`src/rtl/mem_port_arbiter.sv`:
```
// Two-master to single-memory-port arbiter: one transaction at a time, IDLE -> ACCESS -> RESP.
// Define ARB_ROUND_ROBIN_EN for round-robin tie-breaking; the default build uses fixed priority (m0 over m1).
module mem_port_arbiter #(
    parameter int ADDR_W = 32
) (
    input  logic              clk,
    input  logic              reset,
    input  logic              m0_req,
    input  logic              m0_we,
    input  logic [ADDR_W-1:0] m0_addr,
    input  logic [31:0]       m0_wdata,
    input  logic [3:0]        m0_wstrb,
    output logic              m0_gnt,
    output logic              m0_rvalid,
    output logic [31:0]       m0_rdata,
    input  logic              m1_req,
    input  logic              m1_we,
    input  logic [ADDR_W-1:0] m1_addr,
    input  logic [31:0]       m1_wdata,
    input  logic [3:0]        m1_wstrb,
    output logic              m1_gnt,
    output logic              m1_rvalid,
    output logic [31:0]       m1_rdata,
    output logic [ADDR_W-1:0] mem_addr,
    output logic              mem_we,
    output logic [3:0]        mem_wstrb,
    output logic [31:0]       mem_wdata,
    input  logic [31:0]       mem_rdata
);

`ifdef ARB_ROUND_ROBIN_EN
    localparam bit round_robin_en = 1'b1;
`else
    localparam bit round_robin_en = 1'b0;
`endif

    typedef enum logic [1:0] {
        IDLE   = 2'd0,
        ACCESS = 2'd1,
        RESP   = 2'd2
    } state_t;

    state_t            state;
    state_t            state_next;
    logic              lat_we;
    logic [ADDR_W-1:0] lat_addr;
    logic [31:0]       lat_wdata;
    logic [3:0]        lat_wstrb;
    logic              lat_id;
    logic              last_gnt;
    logic              grant_any;
    logic              grant_id;

    // Arbitration and next state. The pointer is read in both builds and only matters
    // when round-robin is enabled; a single requester always wins outright.
    // NOTE: every always_comb output gets a default first so no path leaves it unassigned (no latch).
    always_comb begin
        state_next = state;
        grant_any  = 1'b0;
        grant_id   = 1'b0;
        case (state)
            IDLE: begin
                if (!reset && (m0_req || m1_req)) begin
                    grant_any  = 1'b1;
                    if (m0_req && m1_req) grant_id = round_robin_en & ~last_gnt;
                    else                  grant_id = m1_req;
                    state_next = ACCESS;
                end
            end
            ACCESS:  state_next = RESP;
            RESP:    state_next = IDLE;
            default: state_next = IDLE;
        endcase
    end

    // NOTE: sequential state uses non-blocking assignments only, so every flop samples pre-edge values.
    // NOTE: payload registers are reset (not just the FSM) because mem_addr/mem_wdata are driven
    // straight from them and must read 0 after reset.
    always_ff @(posedge clk) begin
        if (reset) begin
            state     <= IDLE;
            lat_we    <= 1'b0;
            lat_addr  <= '0;
            lat_wdata <= '0;
            lat_wstrb <= '0;
            lat_id    <= 1'b0;
            last_gnt  <= 1'b1;
        end else begin
            state <= state_next;
            if (grant_any) begin
                lat_we    <= grant_id ? m1_we    : m0_we;
                lat_addr  <= grant_id ? m1_addr  : m0_addr;
                lat_wdata <= grant_id ? m1_wdata : m0_wdata;
                lat_wstrb <= grant_id ? m1_wstrb : m0_wstrb;
                lat_id    <= grant_id;
                last_gnt  <= grant_id;
            end
        end
    end

    assign m0_gnt = grant_any & ~grant_id;
    assign m1_gnt = grant_any &  grant_id;

    // Address and data come straight from the latch, so they hold between transactions;
    // write enable and strobes are qualified to the single ACCESS cycle.
    assign mem_addr  = lat_addr;
    assign mem_wdata = lat_wdata;
    assign mem_we    = (state == ACCESS) & lat_we;
    assign mem_wstrb = (state == ACCESS) ? lat_wstrb : 4'h0;

    assign m0_rvalid = (state == RESP) & ~lat_id;
    assign m1_rvalid = (state == RESP) &  lat_id;
    assign m0_rdata  = (m0_rvalid && !lat_we) ? mem_rdata : 32'h0;
    assign m1_rdata  = (m1_rvalid && !lat_we) ? mem_rdata : 32'h0;

endmodule

```
`config.mk`:
```
export PLATFORM = sky130hd
export DESIGN_NAME = mem_port_arbiter
export DESIGN_NICKNAME = d
export VERILOG_FILES = /design/src/rtl/mem_port_arbiter.sv
export SDC_FILE = /design/constraint.sdc
export NUM_CORES = 1
export LEC_CHECK = 0
export BUFFER_PORTS_ARGS = -buffer_cell sky130_fd_sc_hd__clkbuf_2
export CAP_MARGIN = 20
export CORE_AREA = 4 4 119 121
export CTS_BUF_LIST = sky130_fd_sc_hd__clkbuf_8
export CTS_CLUSTER_SIZE = 20
export DETAILED_ROUTE_END_ITERATION = 8
export DIE_AREA = 0 0 123 125
export PLACE_DENSITY = 0.64
export SLEW_MARGIN = 30
export SYNTH_ARGS = -nofsm -noshare
export SYNTH_HDL_FRONTEND = slang
export SYNTH_SLANG_ARGS = --single-unit
```
`constraint.sdc`:
```
create_clock -name clk -period 1.4 [get_ports clk]
set_clock_uncertainty 0.1 [all_clocks]
set_input_delay 0.14 -clock clk [delete_from_list [all_inputs] [get_ports clk]]
set_output_delay 0.14 -clock clk [all_outputs]
set_load 0.02 [all_outputs]
```
Word level (Yosys, flattened, before mapping)
Index checks and enable logic that the tools add are counted.
Word-level totals
  input port bits: 174
  register bits after elaboration: 72
  output and inout bits: 137
  logic and storage cells: 38
Operators by class
  bitwise gates (word level): 7
  mux-type cells: 14
  eq/ne operators: 3
  reduce and logical (&&, ||, !) cells: 8
Operators by type and width (number)
  2-to-1 mux 32 bit: 4
  2-to-1 mux 4 bit: 2
  2-to-1 mux 1 bit: 6
  bitwise AND 1 bit: 5
  logical AND 1 bit: 4
  one-hot mux 2 bit (2 select lines): 1
  == test 2 x 1 -> 1 bit (second input constant): 1
  == test 2 bit (second input constant): 1
  logical NOT 1 bit: 2
  logical NOT 2 bit: 1
  2-to-1 mux 2 bit: 1
  != test 2 bit (second input constant): 1
  inverter 1 bit: 2
  logical OR 1 bit: 1

Logic depth before layout (Yosys ltp)
Gate-level depths: netlist of the first run.
  depth after elaboration: 6
  mapped depth: 5
  gate-level depth less buffers: 3

Worst setup path after synthesis of the first run
OpenSTA, ideal clock, no wires.
  kind: reg-to-output
  from: register state[1]
  to: output m0_rdata[10]
  slack: -0.491 ns
  data arrival time: 1.651 ns
  buffers on the path: 1
  cell stages (with the launch flop): 5
  required time: 1.160 ns
  cells stage by stage: dfxtp_1 > nor3b_1 > and2b_1 > buf_2 > and2_1
Between the ends
  word-level cells in the longest chain between the ends: 4
Ends and longest elaborated chain
  start: declaration: RTL line 43  | state_t state;
  start signal: assignment: RTL line 89  | state <= state_next;
  == test 2 bit: RTL line 111  | assign m0_rvalid = (state == RESP) & ~lat_id;
  bitwise AND 1 bit: RTL line 111
  named net m0_rvalid: RTL line 14  | output logic m0_rvalid,
  logical AND 1 bit: RTL line 113  | assign m0_rdata = (m0_rvalid && !lat_we) ? mem_rdata : 32'h0;
  2-to-1 mux 32 bit: RTL line 113
  end: declaration: RTL line 15  | output logic [31:0] m0_rdata,
The timed path passes the listed nets, and every way through them passes these cells.

Worst setup path after layout of the first run
  from: register state[0]
  to: output m1_rdata[6]
Between the ends
  word-level cells in the longest chain between the ends: 4
Ends and longest elaborated chain
  == test 2 bit: RTL line 112  | assign m1_rvalid = (state == RESP) & lat_id;
  bitwise AND 1 bit: RTL line 112
  logical AND 1 bit: RTL line 114  | assign m1_rdata = (m1_rvalid && !lat_we) ? mem_rdata : 32'h0;
  2-to-1 mux 32 bit: RTL line 114
  end: declaration: RTL line 23  | output logic [31:0] m1_rdata,
Every way passes these cells.

==> impl_metrics.yaml, run 1 <==
drt:
  via_per_inst: 5.34
  via_count: 5743
  m1WireLength_um: 8110
  drc: 0
  dr.pass1.iters: 5
  drtAntennaViolNets: 0
  wl_met2_um: 11400
  wl_per_cell_um: 21.6
  wl_met3_um: 2040
  totalWireLength_um: 23200
  dr.max_layer_used: "met5"
  first_iter_violations: 357
setup_path:
  worstPathCellList: "and3b_2, nor2b_4, buf_12, and2_4, clkbuf_4"
  crit_path_max_incr_delay_ns: 0.35
  cp_max_fo: 32
  cp.required_ns: 1.16
  cp_slowest_cell: "dfxtp_2"
  endpoint_kind: "output pin"
  critPathKind: "reg2out"
  cp-start-kind: "flop"
  cp_num_buf_inv: 2
  arrival_ns: 1.65
  cp_top_family: "simple AND/OR/NAND/NOR gates"
layout:
  layout_commonest_cell: "clkbuf_2"
  final_cell_area_um2: 8650
  n_fill_cell: 945
  syn2layout_area_growth_pct: 143
  layout-drive-gt1-share_pct: 57.4
  final_cell_mix: "239 x clkbuf_2, 137 x dlygate4sd3_1, 69 x dfxtp_1"
  fin_util_pct: 66.1
  nets: 1062
clock_tree:
  clock_latency_ns: 0.36
  path_clk_slew_ns: 0.08
  clock-sinks: 72
  cts_tree: "yes"
  root_buffer: "clkbuf_8"
  htree_levels: 3
  ctsLongestPathBuffers: 2
  cts_buffers: 9
logic_synthesis:
  ys_ff_latch: 72
  ys_seq_area_share_pct: 40.5
  syn_nets: 588
  avgSynthCellArea_um2: 8.59
  syn_area_um2: 3560
  synth_cells: 414
  ys_warn_count: 0
  synth.area.top_cells: "dfxtp_1 41%, a32oi_1 17%, and2_1 12%"
  yosys.cell_types.count: 18
  synth_top_area_cell: "dfxtp_1"
  yosysTopAreaCellShare_pct: 40.5
sta:
  slew_viol_final: 0
  setup_viol: 144
  fmax_mhz: 528
  tightest_slew_ns: 0.444
  setup_ws_ns: -0.493
  grt_setup_unrepaired: "yes"
  slew_headroom_pct: 70.4
  hold_viol_final: 0
  final.min_clock_period_ns: 1.89
  finalCritPeriodShare_pct: 135
status:
  status: "finished with violations"
  failed_checks: "setup timing"
place:
  detailed_place_hpwl_um: 11800
  place_area_um2: 5660
  io_buffers: 310
  globalplace.congestion: 0.784
grt:
  grt_max_degree: 44
  grt_use_total_pct: 26.7
  grt_pass1_vias: 5792
  grt_pass1_wl_um: 31900
  grt-ovfl-total: 0
  grt_antenna_before_repair: 7
pwr:
  p_leak_uw: 0.00388
  peakVddDrop_uv: 551
  p_per_area_nw_per_um2: 731
worst_hold_path:
  hold_path.class: "in2reg"
floorplanning:
  initial_core_util_pct: 27.2
  die_w_um: 123
  num_io_pins: 311
  die_h_um: 125
  dieArea_um2: 15400
  core.rowCount: 42
  design.core.area_um2: 13100
flow_run:
  max-cap-violations: 0
-- layout make-up --
type	count	area, um^2	share of cell area [%]
Timing Repair Buffer	514	4410	51.0
Multi-Input combinational cell	291	2360	27.3
Sequential cell	72	1450	16.7
Tap cell	176	220	2.54
Clock buffer	10	138	1.59
Clock inverter	6	60.1	0.694
Antenna cell	7	17.5	0.202
-- worst register-to-register path: stages (launching register included) --
cell	delay [ns]
dfxtp_4	0.36
buf_6	0.11
buf_6	0.10
nor3_4	0.23
buf_6	0.14
buf_12	0.13
buf_12	0.14
buf_16	0.14
a32oi_1	0.10
a21oi_1	0.15
-- stage by stage --
stage	instances	power [uW]	worst slack, ns	TNS [ns]	hold slack, ns
after global routing	1075	6560	-0.576	-62.69	0.0233
after floorplan	414	3030	-0.0661	-4.86	0.225
after detailed placement	881	3680	-0.223	-16.55	0.325
after global placement	881	3660	-0.200	-12.80	0.318
after CTS	1054	6020	-0.506	-55.54	0.00251
final	1076	6320	-0.493	-52.63	0.0358
-- power breakdown --
group	internal, uW	total (uW)	switching (uW)
sequential	2180	2260	79.7
combinational	1220	2330	1110
clock	867	1730	860
-- worst paths after layout --
kind	endpoint	depth (start not counted)	from	slack, ns
worst max-delay path	m1_rdata[6]	5	state[0]$_SDFFE_PP0P_	-0.49
worst min-delay path	mem_wdata[18]$_SDFFE_PP0N_	3	m1_wdata[18]	0.04
worst max register to register	mem_wdata[2]$_SDFFE_PP0N_	9	state[1]$_SDFFE_PP0P_	-0.37
worst min register to register	lat_wstrb[2]$_SDFFE_PP0N_	2	lat_wstrb[2]$_SDFFE_PP0N_	0.38
-- sequential cells by signal, summed over array words and instances (netlist names) --
| register | count |
|---|---|
| mem_addr | 32 |
| mem_wdata | 32 |
| state | 2 |
| lat_we | 1 |
| lat_id | 1 |
| lat_wstrb | 4 |
-- cell usage after synthesis --
| cell | n |
|---|---|
| dfxtp_1 | 72 |
| and2_1 | 70 |
| a21oi_1 | 69 |
| a32oi_1 | 69 |
| o21ai_1 | 69 |
| buf_2 | 18 |
| clkbuf_1 | 17 |
| buf_1 | 8 |
| buf_6 | 8 |
| nor2_1 | 3 |
| nor2b_1 | 3 |
| and2b_1 | 2 |
| and3b_1 | 1 |
| nor3_2 | 1 |
| nor3b_1 | 1 |
| nor4b_4 | 1 |
| o21a_1 | 1 |
| or3_1 | 1 |
-- per-layer routing --
metal  up-vias  global-route usage [%]
met4         2                    19.5
li1       2529                       -
met1      2676                    27.3
met3       123                    7.63
met2       413                    45.9
met5         -                       0
-- logic make-up (layout without fill, tap and decap cells) --
family / Yosys count / after routing / share of synthesized area [%]
flops: 72 / 72 / 40.5
simple gates: 83 / 83 / 15.2
buf+inv: 51 / 530 / 7.70
other cells: 0 / 7 / 0
compound gates: 208 / 208 / 36.6
-- timing repair --
action / in CTS / in global routing
buffers inserted: 13 / 17
hold buffers: 137 / 0
cloned: 8 / 4
pin swaps: 28 / 111
endpoints found under the hold margin: 70 / 0
resized for setup: 130 / 95
endpoints found under the setup margin: 144 / 144
Power figures use the tool's default switching activity.
==> run 2: changes to the inputs <==
==> constraint.sdc (replaced) <==
create_clock -name clk -period 1.4 [get_ports clk]
set_clock_uncertainty 0.1 [all_clocks]
set_input_delay 0.07 -clock clk [delete_from_list [all_inputs] [get_ports clk]]
set_output_delay 0.07 -clock clk [all_outputs]
set_load 0.02 [all_outputs]
==> impl_metrics.yaml, run 2 (synthesis gave the netlist of run 1 again) <==
status:
  status: "finished with violations"
  failed_checks: "setup timing"
setup_path:
  cp.required_ns: 1.23
  endpoint_kind: "output pin"
  crit_path_max_incr_delay_ns: 0.33
  reg2reg_slack_ns: -0.46
  reg2reg_depth: 9
  worstPathCellList: "buf_6, nor3b_4, and2b_4, clkbuf_16, and2_4, buf_8"
  timing.rr.end: "mem_addr[20]$_SDFFE_PP0N_"
  reg2reg_from: "state[1]$_SDFFE_PP0P_"
  cp_slowest_cell: "dfxtp_2"
  arrival_ns: 1.77
  cp_max_fo: 8
  critPathKind: "reg2out"
  cp-start-kind: "flop"
drt:
  drc: 0
  via_per_inst: 5.63
  totalWireLength_um: 27700
  dr.pass1.iters: 7
  drtAntennaViolNets: 0
  via_count: 6100
  wl_per_cell_um: 25.6
  first_iter_violations: 591
grt:
  grt_use_total_pct: 28.8
  grt_max_degree: 42
  grt_pass1_vias: 6119
  grt_antenna_before_repair: 5
  grt_pass1_wl_um: 34100
  grt-ovfl-total: 0
place:
  detailed_place_hpwl_um: 12000
  place_area_um2: 5480
  globalplace.congestion: 0.776
  io_buffers: 310
  dpl.cell_count: 876
sta:
  finalCritPeriodShare_pct: 139
  setup_viol: 144
  hold_ws_ns: 0.159
  hold_viol_final: 0
  fmax_mhz: 516
  final.min_clock_period_ns: 1.94
  slew_headroom_pct: 61.5
  slew_viol_final: 0
  grt_setup_unrepaired: "yes"
  tightest_slew_ns: 0.578
  setup_ws_ns: -0.540
  tns_ns: -57.15
pwr:
  p_clk_share_pct: 29.8
  p_seq_share_pct: 32.7
  switching_share_pct: 32.6
  p_leak_uw: 0.00416
  peakVddDrop_uv: 588
  p_sw_uw: 2280
  comb_power_share_pct: 37.5
  p_int_uw: 4720
  p_per_area_nw_per_um2: 731
worst_hold_path:
  hold_path.class: "in2reg"
  min_path_cells: 3
  hold_end: "mem_addr[2]$_SDFFE_PP0N_"
  hp-start: "reset"
floorplanning:
  initial_core_util_pct: 27.2
  die_h_um: 125
  die_w_um: 123
  design.core.area_um2: 13100
  dieArea_um2: 15400
  num_io_pins: 311
  core.rowCount: 42
layout:
  final_cell_area_um2: 9570
  layout-drive-gt1-share_pct: 66.1
  stdcell_count: 1083
  final_cell_mix: "237 x clkbuf_2, 138 x dlygate4sd3_1, 73 x buf_8"
  nets: 1074
  syn2layout_area_growth_pct: 169
  layout_commonest_cell: "clkbuf_2"
clock_tree:
  path_clk_slew_ns: 0.08
  cts_buffers: 9
  cts_tree: "yes"
  htree_levels: 3
  clock-sinks: 72
  ctsLongestPathBuffers: 2
  clock_latency_ns: 0.34
  root_buffer: "clkbuf_8"
flow_run:
  max-cap-violations: 0
## run 2: layout make-up
type,count,area (um^2)
Clock buffer,9,124
Fill cell,775,3510
Sequential cell,72,1450
Multi-Input combinational cell,293,2720
Antenna cell,2,5.00
Timing Repair Buffer,524,4920
Clock inverter,7,126
Tap cell,176,220
## run 2: how the worst max path moves through the flow
stage	cells past startpoint	startpoint	slack, ns	end
finish	6	state[0]$_SDFFE_PP0P_	-0.54	m0_rdata[22]
global route	6	state[0]$_SDFFE_PP0P_	-0.62	m0_rdata[22]
CTS	6	lat_id$_SDFFE_PP0N_	-0.46	m0_rdata[10]
detailed placement	4	state[0]$_SDFFE_PP0P_	-0.42	m1_rdata[24]
global placement	4	state[0]$_SDFFE_PP0P_	-0.33	m1_rdata[8]
floorplan	4	state[1]$_SDFFE_PP0P_	-0.07	lat_id$_SDFFE_PP0N_
## run 2: worst max-delay path: cells and delay by family (launching register included)
| kind | cells | cell delay, ns |
|---|---|---|
| buf+inv | 3 | 0.43 |
| flops | 1 | 0.33 |
| simple gates | 3 | 0.65 |
## run 2: power groups by stage
stage / clock (uW) / sequential (uW) / combinational [uW]
after floorplan: 0 / 2440 / 587
after global placement: 0 / 2290 / 1320
after detailed placement: 0 / 2290 / 1320
after CTS: 2120 / 2250 / 2250
after global routing: 2200 / 2310 / 2720
final: 2090 / 2290 / 2620
## run 2: repair_timing
action                                  4_1_cts  5_1_grt
buffers inserted                             26       10
pin swaps                                   128      166
endpoints found under the setup margin      143      144
endpoints found under the hold margin        69        0
hold buffers                                138        0
gates resized for setup                     250      207
cloned                                       20        6
## run 2: routing by layer
| layer | vias up | wire [um] | track usage, % |
|---|---|---|---|
| met5 | - | 45 | 0 |
| met4 | 8 | 2460 | 20.3 |
| met3 | 199 | 2820 | 7.99 |
| met2 | 491 | 13100 | 49.6 |
| met1 | 2832 | 9290 | 29.7 |
| li1 | 2570 | - | - |
## run 2: metrics by stage
step                      total power, uW  setup slack, ns  util, %
after detailed placement             3610           -0.420     41.9
after global placement               3610           -0.327     41.9
after global routing                 7230           -0.616     73.1
final                                7000           -0.540     73.1
after floorplan                      3030          -0.0667        -
after CTS                            6630           -0.456     68.0
